==> config.mk <==
export PLATFORM = sky130hd
export DESIGN_NAME = eth_rx_fcs_check
export DESIGN_NICKNAME = d
export VERILOG_FILES = /design/src/rtl/eth_rx_fcs_check.sv
export SDC_FILE = /design/constraint.sdc
export NUM_CORES = 1
export LEC_CHECK = 0
export BUFFER_PORTS_ARGS = -buffer_cell sky130_fd_sc_hd__buf_2
export CORE_AREA = 2 2 94 96
export CTS_CLUSTER_DIAMETER = 150
export DETAILED_ROUTE_END_ITERATION = 8
export DIE_AREA = 0 0 96 98
export PLACE_DENSITY = 0.74
export SLEW_MARGIN = 20
export SYNTH_ARGS = -nofsm -noshare
export SYNTH_HDL_FRONTEND = slang
export SYNTH_SLANG_ARGS = --single-unit
==> constraint.sdc <==
create_clock -name clk -period 6.7 [get_ports clk]
set_input_delay 0 -clock clk [delete_from_list [all_inputs] [get_ports clk]]
set_output_delay 0 -clock clk [all_outputs]
set_load 0.005 [all_outputs]
==> src/rtl/eth_rx_fcs_check.sv <==
// eth_rx_fcs_check: Ethernet RX CRC-32 check, FCS strip and end-of-frame status
module eth_rx_fcs_check #(
  parameter int MIN_FRAME = 64,
  parameter int MAX_FRAME = 1518
) (
  input  logic       clk,
  input  logic       rst,
  input  logic       in_vld,
  input  logic [7:0] in_data,
  input  logic       in_last,
  input  logic       in_abort,
  output logic       out_vld,
  output logic [7:0] out_data,
  output logic       out_done,
  output logic       out_ok,
  output logic       err_crc,
  output logic       err_runt,
  output logic       err_giant,
  output logic       err_abort
);
  typedef enum logic [1:0] {IDLE, FILL, PASS} state_t;
  localparam logic [10:0] MIN_L = 11'(MIN_FRAME);
  localparam logic [10:0] MAX_L = 11'(MAX_FRAME);
  state_t state_q, state_d;
  logic [31:0] crc_q, crc_d, crc_nx, dl_q, dl_d;
  logic [10:0] cnt_q, cnt_d, cnt_nx;
  logic [7:0] data_q, data_d;
  logic [4:0] st_q, st_d;
  logic vld_q, vld_d, done_q, done_d;
  logic abort_ev, acc, fin, bad_crc, runt, giant;
  function automatic logic [31:0] crc_byte(input logic [31:0] c, input logic [7:0] d);
    logic [31:0] r;
    r = c;
    for (int i = 0; i < 8; i++) r = (r >> 1) ^ ((r[0] ^ d[i]) ? 32'hEDB88320 : 32'h0);
    return r;
  endfunction
  always_comb begin
    abort_ev = in_abort && state_q != IDLE;
    acc = in_vld && !abort_ev;
    fin = acc && in_last;
    crc_nx = crc_byte(crc_q, in_data);
    cnt_nx = cnt_q + {10'd0, cnt_q != 11'h7FF};
    bad_crc = crc_nx != 32'hDEBB20E3;
    runt = cnt_nx < MIN_L;
    giant = cnt_nx > MAX_L;
    vld_d = acc && state_q == PASS;
    data_d = vld_d ? dl_q[31:24] : 8'h0;
    done_d = fin || abort_ev;
    st_d = abort_ev ? 5'b00001 : fin ? {!(bad_crc || runt || giant), bad_crc, runt, giant, 1'b0} : 5'b0;
    state_d = done_d ? IDLE : acc ? ((state_q == PASS || cnt_nx == 11'd4) ? PASS : FILL) : state_q;
    crc_d = done_d ? 32'hFFFFFFFF : acc ? crc_nx : crc_q;
    cnt_d = done_d ? 11'd0 : acc ? cnt_nx : cnt_q;
    // the oldest byte sits in the top lane and leaves once four are held
    dl_d = done_d ? 32'h0 : acc ? {dl_q[23:0], in_data} : dl_q;
  end
  always_ff @(posedge clk) begin
    if (rst) begin
      state_q <= IDLE;
      crc_q <= 32'hFFFFFFFF;
      cnt_q <= 11'd0;
      dl_q <= 32'h0;
      vld_q <= 1'b0;
      data_q <= 8'h0;
      done_q <= 1'b0;
      st_q <= 5'b0;
    end else begin
      state_q <= state_d;
      crc_q <= crc_d;
      cnt_q <= cnt_d;
      dl_q <= dl_d;
      vld_q <= vld_d;
      data_q <= data_d;
      done_q <= done_d;
      st_q <= st_d;
    end
  end
  assign out_vld = vld_q;
  assign out_data = data_q;
  assign out_done = done_q;
  assign {out_ok, err_crc, err_runt, err_giant, err_abort} = st_q;
endmodule

==> metrics.md, run 1 <==
| Metric | Value |
|---|---|
| Total power | about 1.5 mW |
| Syn Area/Cell | 8.76 um^2 |
| Internal power | 0.978 mW |
| Diode count | 0 |
| Fmax | 350 MHz |
| Area of the die | 9410 um^2 |
| Syn-to-layout area delta | 10.3% |
| Total grt overflow | 0 |
| IO Port Bufs | 27 |
| Setup WS post-layout | 3.84 ns |
| Initial core utilization | 54.7% |
| Critical Path Source Type | flop |
| Clock sink total | 92 |
| Synth Instances | 529 |
| HPWL after DPL | 6780 um |
| Worst-Margin Slew | between 0.8 and 0.9 ns |
| Worst-path clk slew | approximately 0.10 ns |
| Antenna violations before repair | 0 |
| WHS | 0.0683 ns |
| DRC Markers | 0 |
| CTS buffer count | 9 |
| Design area | 5110 um^2 |
| Overall Global Routing Usage | 22.2% |
| Sequential share of power | 39.7% |
| First-pass GRT wire length | 16400 um |
| Critical path's most frequent cell | o21ai_0 |
| Synthesized net count | between 500 and 600 |
| Total Wirelength | 10000 um |
| Clock power frac | 24.3% |
| Status | complete, no violations |
| Worst path max stage delay | 0.55 ns |
| Clock latency at the later pin of the worst-skew pair | about 0.37 ns |
| Crit path max-delay cell type | nor3_1 |
| Wire length per cell | 15.2 um |
| Pleak | 1.94 nW |
| DIE HEIGHT | 98 um |
| Final Setup Violations | 0 |
| RSZ-0062 raised after global routing | false |
| Fillers | about 750 |
| #FFs+latches synth | 92 |
| Max Buffers Root-to-Sink | 2 |
| Finished Core Util | about 60% |
| Std-Cell Rows | 34 |
| CP Data Arrival Time | 3.18 ns |
| Worst slew margin | 45.8% |
| Reported net switching power | 0.559 mW |
| Endpoints failing hold | 0 |
| Period utilisation layout | 42.6% |
| H-tree depth | 3 |
| Root Buffer | clkbuf_8 |
| Vias in the first global route | between 3000 and 4000 |
| EDFF count, synth | 0 |
| DRT iter0 DRCs | 149 |
| First-pass iteration count of the detailed router | 5 |
| Crit-path max FO | 10 |
| Number of nets in the layout | roughly 560 |
| Detail Route Antenna Nets | 0 |
| Placed Area | ~4800 um^2 |
| Hold Crit Class | in2reg |
| Mapped Area | 4630 um^2 |
| I/O Pins | 28 |
| Pins Over Slew Limit | 0 |
| Maxcap violations | 0 |
| Dpl ws | 3.87 ns |
| PwrDens | 301 nW/um^2 |
| Largest net degree at the start of global routing | 60 |
| Worst Path Required | 7.02 ns |
| Ys async rst share | 0% |
| Share of cells above drive strength 1 | 12.0% |
| Vias per cell | 5.60 |
| Yosys warns | 0 |
| Chip width | between 90 and 100 um |
| Cells along the critical path | and4_1 > nand4_1 > ha_1 > inv_1 > nor3_1 > a21oi_1 > o21ai_0 > o21ai_0 > o211ai_1 > o211a_1 |
| DP Cell Count | 634 |
| Post-CTS setup buffers | 0 |
| Seq/Total Area, Yosys | 39.8% |
| Skew final | approximately 0.012 ns |
| Sw Ratio | 36.3% |
| Routability Congestion | 0.885 |
| Peak VDD IR | roughly 0.16 mV |
| CP endpoint kind | flop |
| Comb pwr share | 36.0% |
| Fin crit period | 2.86 ns |
| Dominant synthesized flop cell | dfxtp_1 |
| Post-Layout Cell Count | 660 |
| Via count | 3695 |
| Distinct cells, synth | 50 |
| Setup_tns | 0 ns |
| WS Path Type | reg2reg |
| CTS tree | built |
| Core outline area | approximately 8500 um^2 |
==> power groups by stage <==
stage	logic [mW]	clock network (mW)	registers, mW
2_1_floorplan	0.443	0	0.615
3_3_place_gp	0.534	0	0.621
3_5_place_dp	0.540	0	0.623
4_1_cts	0.551	0.381	0.610
5_1_grt	0.599	0.404	0.615
6_report	0.553	0.374	0.610
==> synthesized netlist by cell type, types with 2 or more instances <==
cell type | number | share of area (%)
nor2_1 | 26 | 2.1
a21boi_0 | 2 | 0.32
clkbuf_1 | 31 | 2.5
nand4_1 | 6 | 0.81
and3_1 | 3 | 0.41
buf_1 | 2 | 0.16
or3_1 | 3 | 0.41
xnor2_4 | 5 | 3.0
a31oi_1 | 3 | 0.41
xnor3_1 | 6 | 2.9
o21ai_0 | 22 | 2.4
nor3_1 | 4 | 0.43
nand2_1 | 88 | 7.1
and3b_1 | 2 | 0.38
a22oi_1 | 3 | 0.49
xnor2_1 | 60 | 11
a211oi_1 | 7 | 1.1
nand2b_1 | 2 | 0.27
a221o_1 | 3 | 0.65
xnor2_2 | 5 | 1.8
and2_1 | 10 | 1.4
dfxtp_1 | 92 | 40
nand3_1 | 13 | 1.4
xor2_1 | 11 | 2.1
o221ai_1 | 12 | 2.3
o211ai_1 | 4 | 0.65
o22ai_1 | 4 | 0.54
inv_1 | 17 | 1.4
a21oi_1 | 60 | 6.5
ha_1 | 3 | 0.81
==> cell usage in the layout, fill, tap and decap left out, types with 7 or more instances in the layout <==
cell           netlist  layout
xnor2_1             60      60
dlygate4sd3_1        0      10
a21oi_1             60      60
o21ai_0             22      22
nand2_1             88      86
buf_2                0      27
nand3_1             13      13
a211oi_1             7       7
clkbuf_8             0       9
nor2_1              26      25
xor2_1              11      11
o221ai_1            12      12
dfxtp_1             92      92
and2_1              10      10
inv_1               17      17
==> routing by layer <==
layer,routed length [um],global-route usage [%],share of wire [%]
met5,0,0,0
met4,210,8.13,2.1
met2,4840,35.7,48
met3,348,3.16,3.5
met1,4620,30.1,46
==> worst max-delay path, delay by kind of cell (launching register included) <==
kind / cells / cell delay [ns]
AND/OR/NAND/NOR: 3 / 0.97
AO/OA/AOI/OAI: 5 / 0.94
flip-flops: 1 / 0.41
adder cells (fa/ha/maj): 1 / 0.37
buffers and inverters: 1 / 0.12
==> what timing repair did <==
action | 4_1_cts | 5_1_grt
endpoints found under the hold margin | 17 | 0
hold buffers | 10 | 0
resized for setup | 0 | 0
==> state kept, by name, indices dropped and copies added, names as in the netlist <==
register  cells
state_q       2
st_q          5
crc_q        32
cnt_q        11
out_vld       1
out_data      8
dl_q         32
out_done      1
==> path summary, 6_finish.rpt <==
kind / slack, ns / end / cells after the start / from
setup / recovery: 3.84 / state_q[1] / 10 / cnt_q[2]
hold / removal: 0.07 / st_q[0] / 3 / in_abort
setup reg to reg: 3.84 / state_q[1] / 10 / cnt_q[2]
hold reg to reg: 0.45 / dl_q[26] / 2 / dl_q[26]
==> cells by family (layout without fill, tap and decap cells) <==
kind of cell,after synthesis,in the layout,share of synthesized area (%)
buffers and inverters,50,73,4.05
AND/OR/NAND/NOR,167,167,16.5
AO/OA/AOI/OAI,128,128,17.0
XOR/XNOR,89,89,21.9
flip-flops,92,92,39.8
adder cells (fa/ha/maj),3,3,0.810
==> cell type report <==
class,instances,area (um^2),area share [%]
Inverter,17,63.8,1.25
Sequential cell,92,1840,36.0
Timing Repair Buffer,40,258,5.04
Clock inverter,7,78.8,1.54
Clock buffer,9,124,2.42
Multi-Input combinational cell,387,2610,51.1
Tap cell,108,135,2.64
Power figures use the tool's default switching activity.
==> inputs of run 2 (changes only) <==
--- a/config.mk
+++ b/config.mk
@@ -5,12 +5,13 @@
 export SDC_FILE = /design/constraint.sdc
 export NUM_CORES = 1
 export LEC_CHECK = 0
+export ABC_AREA = 1
 export BUFFER_PORTS_ARGS = -buffer_cell sky130_fd_sc_hd__buf_2
-export CORE_AREA = 2 2 94 96
+export CORE_AREA = 2 2 97 99
 export CTS_CLUSTER_DIAMETER = 150
 export DETAILED_ROUTE_END_ITERATION = 8
-export DIE_AREA = 0 0 96 98
-export PLACE_DENSITY = 0.74
+export DIE_AREA = 0 0 99 101
+export PLACE_DENSITY = 0.73
 export SLEW_MARGIN = 20
 export SYNTH_ARGS = -nofsm -noshare
 export SYNTH_HDL_FRONTEND = slang
==> constraint.sdc (replaced) <==
create_clock -name clk -period 2.9 [get_ports clk]
set_input_delay 0 -clock clk [delete_from_list [all_inputs] [get_ports clk]]
set_output_delay 0 -clock clk [all_outputs]
set_load 0.005 [all_outputs]
==> run 2 against run 1 <==
Die area increased by 6.3%. Final cell count increased by 37%. Via count increased by 30%. Combinational power increased by 54%. Global-route usage increased by 3.4 points. Setup slack got worse by 3.5 ns. Critical path type unchanged. Largest cell class unchanged. Largest power group unchanged. Highest routed layer unchanged.
==> metrics.md, run 2 <==
| Metric | Value |
|---|---|
| WHS | 0.0395 ns (-0.0289 ns) |
| Worst Path Required | 3.12 ns (-3.90 ns) |
| Reported net switching power | 1.10 mW (+97%) |
| Distinct cells, synth | 30 (-40%) |
| Diode count | 0 (unchanged) |
| Total Wirelength | 12200 um (+22%) |
| Fillers | 844 (+13%) |
| Setup WS post-layout | 0.381 ns (-3.46 ns) |
| Vias per cell | 5.31 (-5.2%) |
| Worst R2R Path Depth | 11 (+1) |
| Worst slew margin | 38.0% (-7.8 points) |
| DP Cell Count | 880 (+39%) |
| Largest regs | crc_q (32), dl_q (32), cnt_q (11) |
| Comb pwr share | 26.7% (-9.3 points) |
| Overall Global Routing Usage | 25.6% (+3.4 points) |
| Initial core utilization | 55.0% (+0.30 points) |
| R2R Setup Slk | 0.38 ns (-3.46 ns) |
| Area of the die | 10000 um^2 (+6.3%) |
| Fin crit period | 2.52 ns (-0.338 ns) |
| Most frequent cells in the layout | 298 x nand2_1, 92 x dfxtp_1, 73 x inv_1, 59 x a21oi_1, 41 x nor2_1 |
| Commonest non-fill, non-tap cell in the layout | nand2_1 |
| Final Setup Violations | 0 (unchanged) |
| Share of cells above drive strength 1 | 11.3% (-0.62 points) |
| Peak VDD IR | 0.327 mV (+110%) |
| Worst-Margin Slew | 0.928 ns (+0.122 ns) |
| Number of nets in the layout | 806 (+43%) |
| Yosys warns | 0 (unchanged) |
| Post-Layout Cell Count | 905 (+37%) |
| Sequential share of power | 43.7% (+4.0 points) |
| HPWL after DPL | 8280 um (+22%) |
| Ys async rst share | 0% (unchanged) |
| EDFF count, synth | 0 (unchanged) |
| Syn Area/Cell | 6.46 um^2 (-26%) |
| Routability Congestion | 0.910 (+2.8%) |
| Cells along the critical path | nand3_1 > or4_1 > ha_1 > nand2_1 > nor2_1 > xor2_1 > nand2_1 > nor4_1 > nand3_1 > nand2_1 > a21oi_1 |
| Via count | 4803 (+30%) |
| Hold Crit Class | in2reg |
| Sw Ratio | 34.5% (-1.8 points) |
| RSZ-0062 raised after global routing | false |
| Fmax | 397 MHz (+13%) |
| Worst-path clk slew | 0.09 ns (about the same) |
| Syn-to-layout area delta | 9.68% |
| Status | complete, no violations |
| Yosys top cell by area | dfxtp_1 |
| Critical Path Source Type | flop |
| Pleak | 2.75 nW (+42%) |
| H-tree depth | 3 (unchanged) |
| Crit path max-delay cell type | or4_1 |
| Chip width | 99 um (+3.1%) |
| Root Buffer | clkbuf_8 |
| PwrDens | 588 nW/um^2 (+95%) |
| Clock latency at the later pin of the worst-skew pair | 0.37 ns (about the same) |
| Endpoints failing hold | 0 (unchanged) |
| I/O Pins | 28 (unchanged) |
| #FFs+latches synth | 92 (unchanged) |
| Mapped Area | 4940 um^2 (+6.6%) |
| Maxcap violations | 0 (unchanged) |
| Period utilisation layout | 86.9% (+44 points) |
| RR Startpoint | cnt_q[2] |
| DRC Markers | 0 (unchanged) |
| CP Data Arrival Time | 2.73 ns (-0.45 ns) |
| Largest net degree at the start of global routing | 57 (-5.0%) |
| Worst hold stages | 2 (-1) |
| Std-Cell Rows | 35 (+2.9%) |
| First-pass iteration count of the detailed router | 5 (unchanged) |
| Clock sink total | 92 (unchanged) |
| CP endpoint kind | flop |
| Internal power | 2.09 mW (+110%) |
| R2R Path End | state_q[0] |
| Max Buffers Root-to-Sink | 2 (unchanged) |
| Detail Route Antenna Nets | 0 (unchanged) |
| Synthesized net count | 781 (+43%) |
| DRT iter0 DRCs | 328 (+120%) |
| Worst path max stage delay | 0.58 ns (+0.03 ns) |
| Total grt overflow | 0 (unchanged) |
| Pins Over Slew Limit | 0 (unchanged) |
| Seq/Total Area, Yosys | 37.3% (-2.5 points) |
| Vias in the first global route | 4435 (+30%) |
| IO Port Bufs | 27 (unchanged) |
| Synth Instances | 765 (+45%) |
| WS Path Type | reg2reg |
| Dominant synthesized flop cell | dfxtp_1 |
| Clock power frac | 29.7% (+5.4 points) |
| Core outline area | 8980 um^2 (+6.0%) |
| First-pass GRT wire length | 20400 um (+24%) |
| Crit-path max FO | 5 (-5) |
| Finished Core Util | 60.3% (about the same) |
| Min-Delay Startpoint | in_vld |
| Setup_tns | 0 ns (unchanged) |
| Wire length per cell | 13.5 um (-11%) |
| Most frequent cell after synthesis | nand2_1 |
| Worst hold endpoint | crc_q[5] |
| Skew final | 0.00797 ns (-0.00382 ns) |
| Dpl ws | 0.379 ns (-3.50 ns) |
| Critical path's most frequent cell | nand2_1 |
| Top cells by instance count after synthesis | 298 x nand2_1, 92 x dfxtp_1, 73 x inv_1, 59 x a21oi_1, 41 x nor2_1 |
| DIE HEIGHT | 101 um (+3.1%) |
| CTS tree | built |
| Post-synth top area share | 37.3% (-2.5 points) |
| Antenna violations before repair | 0 (unchanged) |
| Top cells by area, synth | dfxtp_1 37%, nand2_1 23%, a21oi_1 6.0% |
| CTS buffer count | 9 (unchanged) |
run 2: worst max path at each step:
stage                     slack, ns     start    endpoint  cells after the start
after floorplan                0.71  cnt_q[2]  state_q[0]                     11
after detailed placement       0.38  cnt_q[2]  state_q[0]                     11
final                          0.38  cnt_q[2]  state_q[0]                     11
after global placement         0.47  cnt_q[2]  state_q[0]                     11
after CTS                      0.36  cnt_q[2]  state_q[0]                     11
after global routing           0.12  cnt_q[2]  state_q[0]                     11
run 2: logic make-up after synthesis:
| logic type | count (synthesis) | synth area share [%] |
|---|---|---|
| and+or+nand+nor | 420 | 36.0 |
| AOI/OAI and AO/OA | 121 | 13.4 |
| buffers and inverters | 110 | 9.20 |
| DFF | 92 | 37.3 |
| xor gates and xnor gates | 19 | 3.37 |
| adders and majority gates | 3 | 0.760 |
run 2: critical path, delay by kind of cell, from the launching register on:
kind / cells / cell delay (ns)
fa+ha+maj: 1 / 0.22
compound gates: 1 / 0.05
simple gates: 8 / 1.46
xor+xnor: 1 / 0.22
flops: 1 / 0.41
run 2: per-layer routing:
layer	global-route usage [%]	vias to the layer above	share of wire, %
met5	0	-	0
met4	10.7	0	2.0
met3	4.65	19	6.9
met2	43.3	164	48
met1	32.0	2165	43
li1	-	2455	-
run 2: repair_timing:
action | 4_1_cts | 5_1_grt
hold buffers | 10 | 0
hold endpoints to repair | 14 | 0
resized for setup | 0 | 0
setup buffers | 0 | 0
setup endpoints to repair | 0 | 0
run 2: final cells by class:
class	count	area, um^2	share of cell area (%)
inverters	82	308	5.68
well taps	111	139	2.56
repair buffers	42	273	5.04
clock buffers	10	128	2.36
multi-input cells	563	2640	48.8
flip-flops and latches	92	1840	34.0
clock inverters	5	85.1	1.57
run 2: through the flow:
| stage | cell area [um^2] | power [mW] |
|---|---|---|
| floorplan | 4940 | 2.05 |
| global placement | 5100 | 2.22 |
| detailed placement | 5100 | 2.24 |
| CTS | 5420 | 3.19 |
| global route | 5420 | 3.38 |
| finish | 5420 | 3.18 |
run 2: power groups by stage:
stage	Combinational, mW	Clock (mW)	Sequential (mW)
5_1_grt	0.956	1.02	1.40
3_5_place_dp	0.819	0	1.42
3_3_place_gp	0.801	0	1.42
6_report	0.849	0.944	1.39
4_1_cts	0.834	0.966	1.39
2_1_floorplan	0.642	0	1.41
